[config.mk]
export PLATFORM = sky130hd
export DESIGN_NAME = alu_arbiter
export DESIGN_NICKNAME = d
export VERILOG_FILES = /design/src/rtl/alu_arbiter_pkg.sv /design/src/rtl/alu_arbiter_alu.sv /design/src/rtl/alu_arbiter.sv
export SDC_FILE = /design/constraint.sdc
export NUM_CORES = 1
export LEC_CHECK = 0
export ABC_AREA = 1
export CORE_ASPECT_RATIO = 0.6
export CORE_MARGIN = 2
export CORE_UTILIZATION = 40
export DETAILED_ROUTE_END_ITERATION = 16
export PLACE_DENSITY = 0.72
export SETUP_SLACK_MARGIN = 0.4
export SLEW_MARGIN = 5
export SYNTH_ARGS = -nofsm -noshare
export SYNTH_HDL_FRONTEND = slang
export SYNTH_SLANG_ARGS = --single-unit
export TNS_END_PERCENT = 30
[constraint.sdc]
create_clock -name clk -period 3.79 [get_ports clk]
set_input_delay 0.9475 -clock clk [delete_from_list [all_inputs] [get_ports clk]]
set_output_delay 0.9475 -clock clk [all_outputs]
set_load 0.005 [all_outputs]
[src/rtl/alu_arbiter_pkg.sv]
// Shared definitions for the two-port ALU arbiter: ALU op codes, FSM state
// encodings and the latched-operand bundle.
package alu_arbiter_pkg;

  typedef enum logic [1:0] {
    OP_SRA = 2'b00,
    OP_SRL = 2'b01,
    OP_SUB = 2'b10,
    OP_ADD = 2'b11
  } alu_op_e;

  typedef enum logic [1:0] {
    ST_IDLE = 2'b00,
    ST_EXEC = 2'b01,
    ST_RESP = 2'b10
  } arb_state_e;

  typedef struct packed {
    logic [3:0] a;
    logic [3:0] b;
    logic [1:0] c;
    alu_op_e    op;
  } alu_req_t;

endpackage

[src/rtl/alu_arbiter_alu.sv]
// 4-bit combinational ALU: arithmetic/logical right shift by 0..3, and
// add/sub with wrap-around.
module alu_arbiter_alu
  import alu_arbiter_pkg::*;
(
  input  logic [3:0] in_a_i,
  input  logic [3:0] in_b_i,
  input  logic [1:0] in_c_i,
  input  alu_op_e    op_i,
  output logic [3:0] ans_o
);

  // Result selection by op code
  always_comb begin
    ans_o = 4'h0;
    case (op_i)
      OP_SRA:  ans_o = 4'($signed(in_a_i) >>> in_c_i);
      OP_SRL:  ans_o = in_a_i >> in_c_i;
      OP_SUB:  ans_o = in_a_i - in_b_i;
      OP_ADD:  ans_o = in_a_i + in_b_i;
      default: ans_o = 4'h0;
    endcase
  end

endmodule

[src/rtl/alu_arbiter.sv]
// Shares one ALU between two valid/ready requesters; one transaction in
// flight, IDLE -> EXEC -> RESP with round-robin or fixed-priority grant.
module alu_arbiter
  import alu_arbiter_pkg::*;
#(
  parameter logic RR_INIT    = 1'b0,
  parameter int   FIXED_PRIO = 0
) (
  input  logic       clk,
  input  logic       reset,
  input  logic       req0_valid,
  output logic       req0_ready,
  input  logic [3:0] req0_a,
  input  logic [3:0] req0_b,
  input  logic [1:0] req0_c,
  input  logic [1:0] req0_op,
  output logic       rsp0_valid,
  input  logic       rsp0_ready,
  output logic [3:0] rsp0_ans,
  input  logic       req1_valid,
  output logic       req1_ready,
  input  logic [3:0] req1_a,
  input  logic [3:0] req1_b,
  input  logic [1:0] req1_c,
  input  logic [1:0] req1_op,
  output logic       rsp1_valid,
  input  logic       rsp1_ready,
  output logic [3:0] rsp1_ans,
  output logic       busy
);

  arb_state_e state_q;
  logic       ptr_q;
  logic       owner_q;
  alu_req_t   req_q;
  logic [3:0] result_q;

  logic       grant;
  logic       accept;
  logic       rsp_ready_sel;
  alu_req_t   sel_req;
  logic [3:0] alu_ans;

  // Tie-break: the pointer only matters when both ports are valid
  always_comb begin
    grant = 1'b0;
    if (req0_valid && req1_valid) begin
      grant = (FIXED_PRIO != 0) ? 1'b0 : ptr_q;
    end else if (req1_valid) begin
      grant = 1'b1;
    end else begin
      grant = 1'b0;
    end
  end

  // Operand bundle of the granted port and response-side ready of the owner
  always_comb begin
    sel_req       = '{a: req0_a, b: req0_b, c: req0_c, op: alu_op_e'(req0_op)};
    rsp_ready_sel = owner_q ? rsp1_ready : rsp0_ready;
    if (grant) begin
      sel_req = '{a: req1_a, b: req1_b, c: req1_c, op: alu_op_e'(req1_op)};
    end else begin
      sel_req = '{a: req0_a, b: req0_b, c: req0_c, op: alu_op_e'(req0_op)};
    end
  end

  assign req0_ready = (state_q == ST_IDLE) && !grant && req0_valid;
  assign req1_ready = (state_q == ST_IDLE) &&  grant && req1_valid;
  assign accept     = req0_ready || req1_ready;

  assign rsp0_valid = (state_q == ST_RESP) && !owner_q;
  assign rsp1_valid = (state_q == ST_RESP) &&  owner_q;
  assign rsp0_ans   = rsp0_valid ? result_q : 4'h0;
  assign rsp1_ans   = rsp1_valid ? result_q : 4'h0;
  assign busy       = (state_q != ST_IDLE);

  alu_arbiter_alu u_alu (
    .in_a_i (req_q.a),
    .in_b_i (req_q.b),
    .in_c_i (req_q.c),
    .op_i   (req_q.op),
    .ans_o  (alu_ans)
  );

  // Transaction FSM: accept, execute from latched operands, hold the response
  always_ff @(posedge clk) begin
    if (reset) begin
      state_q  <= ST_IDLE;
      ptr_q    <= RR_INIT;
      owner_q  <= 1'b0;
      req_q    <= '{a: 4'h0, b: 4'h0, c: 2'b00, op: OP_SRA};
      result_q <= 4'h0;
    end else begin
      case (state_q)
        ST_IDLE: begin
          if (accept) begin
            owner_q <= grant;
            req_q   <= sel_req;
            if (FIXED_PRIO == 0) begin
              ptr_q <= ~grant;
            end
            state_q <= ST_EXEC;
          end
        end
        ST_EXEC: begin
          result_q <= alu_ans;
          state_q  <= ST_RESP;
        end
        ST_RESP: begin
          if (rsp_ready_sel) begin
            state_q <= ST_IDLE;
          end
        end
        default: state_q <= ST_IDLE;
      endcase
    end
  end

endmodule

Word-level counts from Yosys, hierarchy flattened. Cells that the tools add are included. W data, S select, Z words.

Add/sub/neg operators: 2. Eq/ne operators: 7. Shift-type cells: 2. Multiplexer cells: 10. Bitwise operators: 1. Reduce and logical (&&, ||, !) cells: 15.

Operators by type and width (number): $pmux W4 S4 (1); $mux W12 (1); $mux W4 (2); $logic_and A1 B1 Y1 (7); $eq A2 B2 Y1 const B (3); $pmux W2 S3 (1); $add A4 B4 Y4 (1); $eq A2 B1 Y1 const B (2); $logic_not A2 Y1 (2); $mux W2 (2); $ne A2 B2 Y1 const B (2); $reduce_and A2 Y1 (2); $shr A4 B2 Y4 (1); $sshr A4 B2 Y4 (1); $sub A4 B4 Y4 (1); $mux W1 (3); $logic_not A1 Y1 (2); $reduce_bool A2 Y1 (1); $logic_or A1 B1 Y1 (1); $not A1 Y1 (1).

Register bits after elaboration: 20. Bits of input ports: 30. Word-level logic and storage cells: 45.

Depth between registers and ports, before layout. Gate-level depths: netlist of run 1.

Depth in word-level cells: 8. Mapped depth: 12.

Modules after synthesis. A second synthesis of run 1 with hierarchy kept.

Cells, all modules: 244. Area total of the unflattened synthesis: 1430.1 um2.

By module, submodules not included: alu_arbiter (instances 1, cells an instance 173, area an instance 1067.3 um2, sequential area each 400.4 um2); alu_arbiter_alu (instances 1, cells an instance 71, area an instance 362.8 um2, sequential area each 0.0 um2).

Worst setup path before layout of run 1. Ideal clock, no wire load.

Path type: input-to-output. Start: input req0_valid. End: output req1_ready. Arrival time: 1.318 ns. Data required time: 2.843 ns. Slack: 1.525 ns. Cell stages on the path: 3. Path buffers: 0. Path through: nand2_1 nand2_1 nor2_8.

Word-level cells in the longest chain between the ends: 4.

RTL lines: start, declared (line alu_arbiter.sv:11) `input logic req0_valid,`; $logic_and A1 B1 Y1 (line alu_arbiter.sv:47) `if (req0_valid && req1_valid) begin`; $mux W1 (line alu_arbiter.sv:47); $logic_and A1 B1 Y1 (2 in series) (line alu_arbiter.sv:68) `assign req1_ready = (state_q == ST_IDLE) && grant && req1_valid;`; end, declared (line alu_arbiter.sv:21) `output logic req1_ready,`.

No other way between the ends.

Worst setup path after layout of run 1.
Start: input req1_valid. End: output req0_ready.

Word-level cells in the longest chain between the ends: 5. Elaborated cells between the ends (all ways): 6. Classes of those cells: mux (2); reduce/logical (4).

RTL lines: start, declared (line alu_arbiter.sv:20) `input logic req1_valid,`; $mux W1 / $logic_and A1 B1 Y1 (equally long branches) (line alu_arbiter.sv:49, alu_arbiter.sv:47); $mux W1 * (line alu_arbiter.sv:47); $logic_not A1 Y1 * (line alu_arbiter.sv:67) `assign req0_ready = (state_q == ST_IDLE) && !grant && req0_valid;`; $logic_and A1 B1 Y1 * (2 in series) (line alu_arbiter.sv:67); end, declared (line alu_arbiter.sv:12) `output logic req0_ready,`.

Mark *: on every way between the ends. The rest lies on a longest branch, timed or not.

==> summary.md, run 1 <==
| Metric | Value |
|---|---|
| Status | `completed` |
| Hold Crit Class | `flop to flop` |
| CTS sink cnt | `20` |
| Placed insts | `roughly 260` |
| Setup CP Type | `input port to output port` |
| DP HPWL | `roughly 2600 um` |
| GR Overflow Total | `0` |
| Peak supply drop | `0.000267 V` |
| Final #Nets | `259` |
| Netlist Area Pre-Place | `0.00124 mm2` |
| P_sw | `slightly above 0.0002 W` |
| Initial antenna violation count | `0` |
| Post-CTS Hold Fix Bufs | `0` |
| Post-synth top flop | `dfxtp_1` |
| CTS H-tree lvls | `1` |
| Hold Vio Cnt, Final | `0` |
| P per Cell Area | `about 350 mW/mm2` |
| Slew at the pin closest to its max-slew limit | `between 500 and 600 ps` |
| Reg power frac | `0.420` |
| Count leader, synth | `nand2_1` |
| Most frequent cells after synthesis | `nand2_1, inv_1, dfxtp_1` |
| GRT Total Usage | `0.186` |
| Number of flops mapped to enable cells by yosys | `0` |
| Tcrit/Tclk final | `0.873` |
| Starting density of the core | `0.427` |
| Max Cap Viol | `0` |
| RSZ-0062 raised after global routing | `no` |
| CTS root buf | `clkbuf_8` |
| Clock network power share | `0.265` |
| FFs w/ async S/R, synth | `0` |
| Pre-CTS WS | `309 ps` |
| Most area-consuming cells after synthesis | `dfxtp_1, nand2_1, inv_1` |
| CP Max Fanout | `9` |
| Post-cts repair resize count | `2` |
| Tmin final | `roughly 3300 ps` |
| Synthesized Nets | `~210` |
| First-pass GRT wire length | `approximately 5000 um` |
| Final Skew | `roughly 2.0 ps` |
| Setup crit end kind | `output port` |
| Ys Warns | `0` |
| Clock Latency Late Sink | `between 200 and 300 ps` |
| Final setup fails | `0` |
| Drt wl/cell | `about 12 um` |
| Ports | `between 40 and 50` |
| DRT antenna net count | `0` |
| First-pass DRT Iterations | `5` |
| Setup Fix Bufs, Post-CTS | `0` |
| Crit path launch type | `input port` |
| Vias in the first global route | `1,115` |
| Worst hold margin | `approximately 520 ps` |
| Syn Area/Cell | `approximately 7 um2` |
| Die height | `47.2 um` |
| Slew margin rel. | `0.629` |
| Synth Register Bits | `20` |
| Setup ws final | `around 480 ps` |
| Final Non-Filler Cells | `roughly 270` |
| CTS Buf Count | `3` |
| Int Power | `0.000414 W` |
| Critical Path RT | `roughly 2800 ps` |
| Cell taking the most area after synthesis | `dfxtp_1` |
| Initial DRC count | `between 150 and 200` |
| Switching share of power | `0.330` |
| Largest net degree at the start of global routing | `15` |
| CTS tree | `done` |
| Sequential area share after synthesis | `0.323` |
| Ant diodes | `0` |
| Placeable Area | `0.00291 mm2` |
| Rows | `15` |
| Layout area overhead | `41.9%` |
| Drt via density | `4.97` |
| Share of layout cells above drive strength 1 | `0.0807` |
| Cell variety after synth | `25` |
| Pins Over Slew Limit | `0` |
| Via count | `roughly 1,300` |
| Setup TNS | `0 ps` |
| IO Port Bufs | `42` |
| Leak pwr | `between 0.7 and 0.8 nW` |
| Syn Inst Count | `around 180` |
| Total Routed Length | `between 3000 and 4000 um` |
| Gpl congestion | `between 0.9 and 1` |
| Die ar. | `0.00358 mm2` |
| Fmax | `approximately 300 MHz` |
| Die Width | `approximately 76 um` |
| Top-area cell type share of the netlist area | `0.323` |
| Critical Path AT | `around 2400 ps` |
| Clock buffer depth | `2` |
| Clk pin slew, worst setup/hold paths | `approximately 70 ps` |
| Combinational power share | `0.315` |
| DRC | `0` |
worst paths after layout:
kind                            slack, ps  cells past startpoint        from     endpoint
worst max register to register       1690                      7    req_q[1]  result_q[1]
worst min register to register        520                      2     owner_q      owner_q
worst max-delay path                  480                      4  req1_valid   req0_ready
worst min-delay path                  520                      2     owner_q      owner_q
state kept, by name, indices dropped and copies added, names as in the netlist:
register  count
result_q      4
ptr_q         1
req_q        12
state_q       2
owner_q       1
critical path, cell delays in order:
cell and delay [ps]:
clkdlybuf4s50_1 500, a21boi_4 370, nor2_8 80, clkdlybuf4s50_1 450
final cells by class:
class / instances / area, um2
clock buffers: 4 / 55.1
well taps: 42 / 52.6
inverters: 27 / 101
fillers: 268 / 1150
repair buffers: 42 / 419
flip-flops and latches: 20 / 400
multi-input cells: 130 / 733
cells in the final DEF (no fill, tap or decap), types with 5 or more instances in the layout:
master,count
clkdlybuf4s50_1,41
nand2_1,50
a21oi_1,12
o21ai_0,8
nor2_1,13
a31oi_1,11
o21ai_1,5
inv_1,23
nand3_1,8
dfxtp_1,20
cells by family after synthesis:
kind of cell | count (synthesis) | synth area share
compound gates | 44 | 0.214
flops | 20 | 0.323
xor+xnor | 1 | 0.00706
fa+ha+maj | 5 | 0.0565
buf+inv | 29 | 0.0887
simple gates | 80 | 0.311
power groups by stage:
stage / Sequential [W] / Combinational (W) / Clock (W)
2_1_floorplan: 0.000253 / 0.000128 / 0
3_3_place_gp: 0.000263 / 0.000186 / 0
3_5_place_dp: 0.000264 / 0.000192 / 0
4_1_cts: 0.000259 / 0.000193 / 0.000165
5_1_grt: 0.000262 / 0.000216 / 0.000174
6_report: 0.000259 / 0.000194 / 0.000164
metal layers:
layer  wire (um)  part of all wire  GRT usage  vias to the layer above
met5           0                 0          0                        -
met3         234             0.072     0.0519                        6
met2        1350              0.42      0.288                       53
li1            -                 -          -                      679
met1        1620              0.50      0.262                      580
met4          44             0.014     0.0545                        0
stage by stage:
stage / instance area (um2) / utilization / power (W)
global route: 1760 / 0.606 / 0.000653
CTS: 1760 / 0.606 / 0.000617
detailed placement: 1710 / 0.586 / 0.000456
floorplan: 1240 / - / 0.000381
global placement: 1710 / 0.586 / 0.000449
finish: 1760 / 0.606 / 0.000617
No activity file was read; power rests on OpenSTA's default activity.
==> run 2, diff against run 1 <==
- CORE_MARGIN: 2 -> unset
==> run 2 against run 1 <==
  * First-iteration DRC count is 45% lower
  * Non-clock buffer count is the same
  * Fmax up 0.57%
  * Power rose by 0.15%
==> summary.md, run 2 (synthesized netlist as in run 1, its figures left out) <==
| Metric | Value |
|---|---|
| Status | `completed` |
| Most common cell after layout, fill and taps aside | `nand2_1` |
| Layout area overhead | `41.9%` |
| DRT antenna net count | `0` |
| Hold Crit Class | `flop to flop` |
| Clock network power share | `0.262` |
| Ant diodes | `0` |
| Worst hold margin | `roughly 530 ps` |
| Placeable Area | `between 0.002 and 0.003 mm2` |
| Reg power frac | `0.422` |
| Slowest cell on crit path | `clkdlybuf4s50_1` |
| Max Cap Viol | `0` |
| Critical Path AT | `2340 ps` |
| First-pass DRT Iterations | `4` |
| CTS tree | `done` |
| Crit path launch type | `input port` |
| Tcrit/Tclk final | `0.868` |
| Vias in the first global route | `~1,200` |
| Stages on worst setup path | `4` |
| First-pass GRT wire length | `5390 um` |
| Storage element area | `between 400 and 500 um2` |
| Critical Path RT | `~2800 ps` |
| Drt wl/cell | `12.5 um` |
| P_sw | `0.000204 W` |
| Initial DRC count | `94` |
| Final setup fails | `0` |
| Leak pwr | `approximately 0.75 nW` |
| CP top delay family | `buffers and inverters` |
| Slew at the pin closest to its max-slew limit | `about 500 ps` |
| Die Width | `73.9 um` |
| CTS sink cnt | `20` |
| Fmax | `between 300 and 400 MHz` |
| Starting density of the core | `0.427` |
| Tmin final | `roughly 3300 ps` |
| Rows | `15` |
| Setup crit end kind | `output port` |
| Die ar. | `about 0.0033 mm2` |
| DRC | `0` |
| Share of layout cells above drive strength 1 | `0.0807` |
| CTS H-tree lvls | `1` |
| Critical path buffers and inverters | `2` |
| Final #Nets | `~260` |
| Combinational power share | `0.316` |
| Largest Register | `req_q` |
| RSZ-0062 raised after global routing | `no` |
| Cells on Worst Hold Path | `2` |
| CTS root buf | `clkbuf_8` |
| R2R cell count | `7` |
| Slew margin rel. | `0.666` |
| Die height | `about 45 um` |
| Clk pin slew, worst setup/hold paths | `~70 ps` |
| Hold Vio Cnt, Final | `0` |
| Slowest stage delay, CP | `approximately 500 ps` |
| Total Routed Length | `3310 um` |
| Largest net degree at the start of global routing | `15` |
| Initial antenna violation count | `0` |
| CP Max Fanout | `9` |
| Ports | `43` |
| Worst path cell trace | `clkdlybuf4s50_1 > a21boi_4 > nor2_8 > clkdlybuf4s50_1` |
| Commonest cells after routing, fill and taps aside | `nand2_1, clkdlybuf4s50_1, inv_1` |
| GRT Total Usage | `0.219` |
| Top Registers | `req_q (12), result_q (4), state_q (2)` |
| Int Power | `~0.00041 W` |
| Final Non-Filler Cells | `between 200 and 300` |
| Drt via density | `approximately 5` |
| Setup TNS | `0 ps` |
| CTS Buf Count | `3` |
| Via count | `between 1,000 and 1,500` |
| Area of the multi-input gates | `between 700 and 800 um2` |
| DP HPWL | `roughly 2700 um` |
| Switching share of power | `0.330` |
| Clock buffer depth | `2` |
| Setup Fix Bufs, Post-CTS | `0` |
| Clock Latency Late Sink | `about 250 ps` |
| Pins Over Slew Limit | `0` |
| Max FFs per register | `12` |
| Filler Cell Count | `between 200 and 300` |
| Peak supply drop | `roughly 0.00017 V` |
| GR Overflow Total | `0` |
| Gpl congestion | `0.901` |
| CP dominant cell by count | `clkdlybuf4s50_1` |
| Final Skew | `about 1.8 ps` |
| Placed insts | `about 260` |
| P per Cell Area | `351 mW/mm2` |
| IO Port Bufs | `between 40 and 50` |
| Setup CP Type | `input port to output port` |
[run 2: cell counts in the layout (fill, tap and decap cells not counted)]
No cell type changed its count.
[run 2: routing by layer]
metal  GRT usage  share of wire  up-vias
li1            -              -      678
met4      0.0462          0.010        0
met1       0.306           0.50      599
met2       0.351           0.44       43
met5           0              0        -
met3      0.0469          0.052        4
[run 2: area by class of cell]
| cell class | count | area share |
|---|---|---|
| Clock buffer | 4 | 0.0312 |
| Inverter | 27 | 0.0575 |
| Multi-Input combinational cell | 130 | 0.416 |
| Sequential cell | 20 | 0.227 |
| Timing Repair Buffer | 42 | 0.238 |
| Tap cell | 42 | 0.0298 |
[run 2: worst min-delay path, cell delays in order, from the launching register on]
cell	delay, ps
dfxtp_1	350
nand2_1	80
a31oi_1	60
[run 2: power by group through the flow]
| stage | clock, W | sequential, W | combinational (W) |
|---|---|---|---|
| 6_report | 0.000162 | 0.000261 | 0.000196 |
| 3_5_place_dp | 0 | 0.000264 | 0.000194 |
| 5_1_grt | 0.000175 | 0.000263 | 0.000219 |
| 2_1_floorplan | 0 | 0.000253 | 0.000128 |
| 3_3_place_gp | 0 | 0.000263 | 0.000187 |
| 4_1_cts | 0.000165 | 0.000259 | 0.000196 |
[run 2: what timing repair did]
item	in CTS	in global routing
hold buffers	0	0
gates resized for setup	2	0
setup endpoints to repair	1	0
[run 2: path summary, 6_finish.rpt]
path / start / end / slack, ps
worst min-delay path: req_q[5] / req_q[5] / 530
worst max register to register: req_q[1] / result_q[1] / 1670
worst max-delay path: req1_valid / req0_ready / 500
worst min register to register: req_q[5] / req_q[5] / 530
[run 2: per-stage QoR]
| stage | area [um2] | power [W] | setup slack (ps) | util |
|---|---|---|---|---|
| after floorplan | 1240 | 0.000381 | 1520 | - |
| after global placement | 1710 | 0.000450 | 350 | 0.586 |
| after detailed placement | 1710 | 0.000459 | 300 | 0.586 |
| after CTS | 1760 | 0.000620 | 501 | 0.606 |
| after global routing | 1760 | 0.000658 | 430 | 0.606 |
| final | 1760 | 0.000618 | 500 | 0.606 |
==> run 3, diff against run 2 <==
- DONT_BUFFER_PORTS: unset -> 1
- GPL_ROUTABILITY_DRIVEN: unset -> 0
- PLACE_DENSITY: 0.72 -> unset
==> run 3 against run 2 <==
  * Via count down 13%
  * Clock skew about the same
  * Critical path depth fell by 1
  * Utilization is 14 points lower
  * Clock-buffer cell count down 1
  * Combinational power shrank 26%
  * Power up 0.21%
  * Critical path type unchanged
  * Critical endpoint is now req1_ready
==> summary.md, run 3 (synthesized netlist as in run 1, its figures left out) <==
| Metric | Value |
|---|---|
| Leak pwr | `roughly 0.6 nW` |
| P per Cell Area | `457 mW/mm2` |
| Global routing usage on met1 | `0.272` |
| Most common cell after layout, fill and taps aside | `nand2_1` |
| Placeable Area | `slightly below 0.003 mm2` |
| Tcrit/Tclk final | `0.622` |
| Filler Cell Count | `approximately 320` |
| CP top delay family | `simple AND/OR/NAND/NOR gates` |
| Slew at the pin closest to its max-slew limit | `between 400 and 500 ps` |
| M3 GR Usage | `0.0491` |
| Status | `completed` |
| Drt via density | `5.17` |
| Setup TNS | `0 ps` |
| Die Width | `73.9 um` |
| Share of layout cells above drive strength 1 | `0.0939` |
| Starting density of the core | `0.427` |
| Post-CTS Hold Fix Bufs | `0` |
| Slew margin rel. | `0.718` |
| Placed insts | `219` |
| Fmax | `425 MHz` |
| CTS root buf | `clkbuf_8` |
| CTS Buf Count | `3` |
| Die height | `about 45 um` |
| Clk pin slew, worst setup/hold paths | `~80 ps` |
| Setup Fix Bufs, Post-CTS | `0` |
| Commonest cells after routing, fill and taps aside | `nand2_1, inv_1, dfxtp_1` |
| Rows | `15` |
| GR peak layer | `met2` |
| Critical Path AT | `~1400 ps` |
| Ports | `43` |
| First-pass GRT wire length | `4680 um` |
| Setup ws final | `1430 ps` |
| GRT met2 Usage | `0.289` |
| Top Registers | `req_q (12), result_q (4), state_q (2)` |
| DRT antenna net count | `0` |
| CTS tree | `done` |
| DRC | `0` |
| CTS H-tree lvls | `1` |
| Peak supply drop | `~0.00018 V` |
| Die ar. | `0.00334 mm2` |
| Max Cap Viol | `0` |
| Post-cts repair resize count | `0` |
| First-pass DRT Iterations | `4` |
| Clock buffer depth | `2` |
| IO Port Bufs | `0` |
| Critical path buffers and inverters | `0` |
| Layout area overhead | `9.27%` |
| CP dominant cell by count | `nand2_1` |
| CP Max Fanout | `10` |
| Slowest stage delay, CP | `between 200 and 250 ps` |
| Tmin final | `approximately 2400 ps` |
| Initial antenna violation count | `0` |
| Crit path launch type | `input port` |
| GR Overflow Total | `0` |
| Total Routed Length | `approximately 2900 um` |
| Worst path cell trace | `nand2_1 > nand2_1 > nor2_8` |
| DP HPWL | `approximately 2400 um` |
| Max FFs per register | `12` |
| Critical Path RT | `about 2800 ps` |
| Setup CP Type | `input port to output port` |
| Setup crit end kind | `output port` |
| Final Non-Filler Cells | `223` |
| Hold Crit Class | `flop to flop` |
| Largest net degree at the start of global routing | `15` |
| Area of the multi-input gates | `between 700 and 800 um2` |
| Final Skew | `1.91 ps` |
| Largest Register | `req_q` |
| Vias in the first global route | `around 1,000` |
| Drt wl/cell | `about 13 um` |
| Storage element area | `400 um2` |
| Pins Over Slew Limit | `0` |
| Ant diodes | `0` |
| Pre-CTS WS | `about 1400 ps` |
| Final setup fails | `0` |
| Final #Nets | `roughly 220` |
| Initial DRC count | `52` |
| GRT Total Usage | `0.194` |
| Slowest cell on crit path | `nor2_8` |
| RSZ-0062 raised after global routing | `no` |
| Clock Latency Late Sink | `260 ps` |
| Hold Vio Cnt, Final | `0` |
| CTS sink cnt | `20` |
| Via count | `approximately 1,200` |
-- run 3: cell types whose count changed in the layout (fill, tap and decap cells not counted), sizes merged --
cell | previous run | this run
clkbuf | 4 | 3
bufinv | 0 | 1
dlygate4sd2 | 1 | 0
clkdlybuf4s50 | 41 | 0
-- run 3: power breakdown --
group / internal, W / total, W / switching [W] / leakage (nW)
Clock: 0.000141 / 0.000214 / 0.0000727 / 0.0357
Sequential: 0.000233 / 0.000260 / 0.0000271 / 0.165
Combinational: 0.0000540 / 0.000146 / 0.0000922 / 0.396
Total: 0.000428 / 0.000620 / 0.000192 / 0.597
-- run 3: final cells by class --
type / instances / share of cell area
Clock buffer: 3 / 0.0304
Tap cell: 42 / 0.0387
Clock inverter: 1 / 0.0221
Inverter: 27 / 0.0747
Sequential cell: 20 / 0.295
Multi-Input combinational cell: 130 / 0.539
-- run 3: metrics by stage --
stage	hold slack (ps)	utilization	instance area [um2]	power, W
finish	489	0.466	1360	0.000620
global route	545	0.466	1360	0.000662
CTS	495	0.466	1360	0.000625
detailed placement	483	0.442	1280	0.000411
global placement	480	0.442	1280	0.000405
floorplan	467	-	1240	0.000381
-- run 3: worst paths after layout --
path,cells past startpoint,end,slack (ps),startpoint
setup reg to reg,10,result_q[3],1710,req_q[1]
hold / removal,2,req_q[5],490,req_q[5]
hold reg to reg,2,req_q[5],490,req_q[5]
setup / recovery,3,req1_ready,1430,req0_valid
-- run 3: worst reg2reg max path, cell delays in order (launching register included) --
cell and delay, ps:
dfxtp_1 510, nand2_1 160, o21ai_0 390, ha_1 310, nand2_1 60, inv_1 40, a21oi_1 210, inv_1 70
nand2_1 70, nand3_1 60, a21oi_1 140
-- run 3: routing by layer --
metal | vias up | wire (um)
li1 | 594 | -
met1 | 518 | 1520
met2 | 40 | 1190
met3 | 2 | 161
met4 | 0 | 24
met5 | - | 0
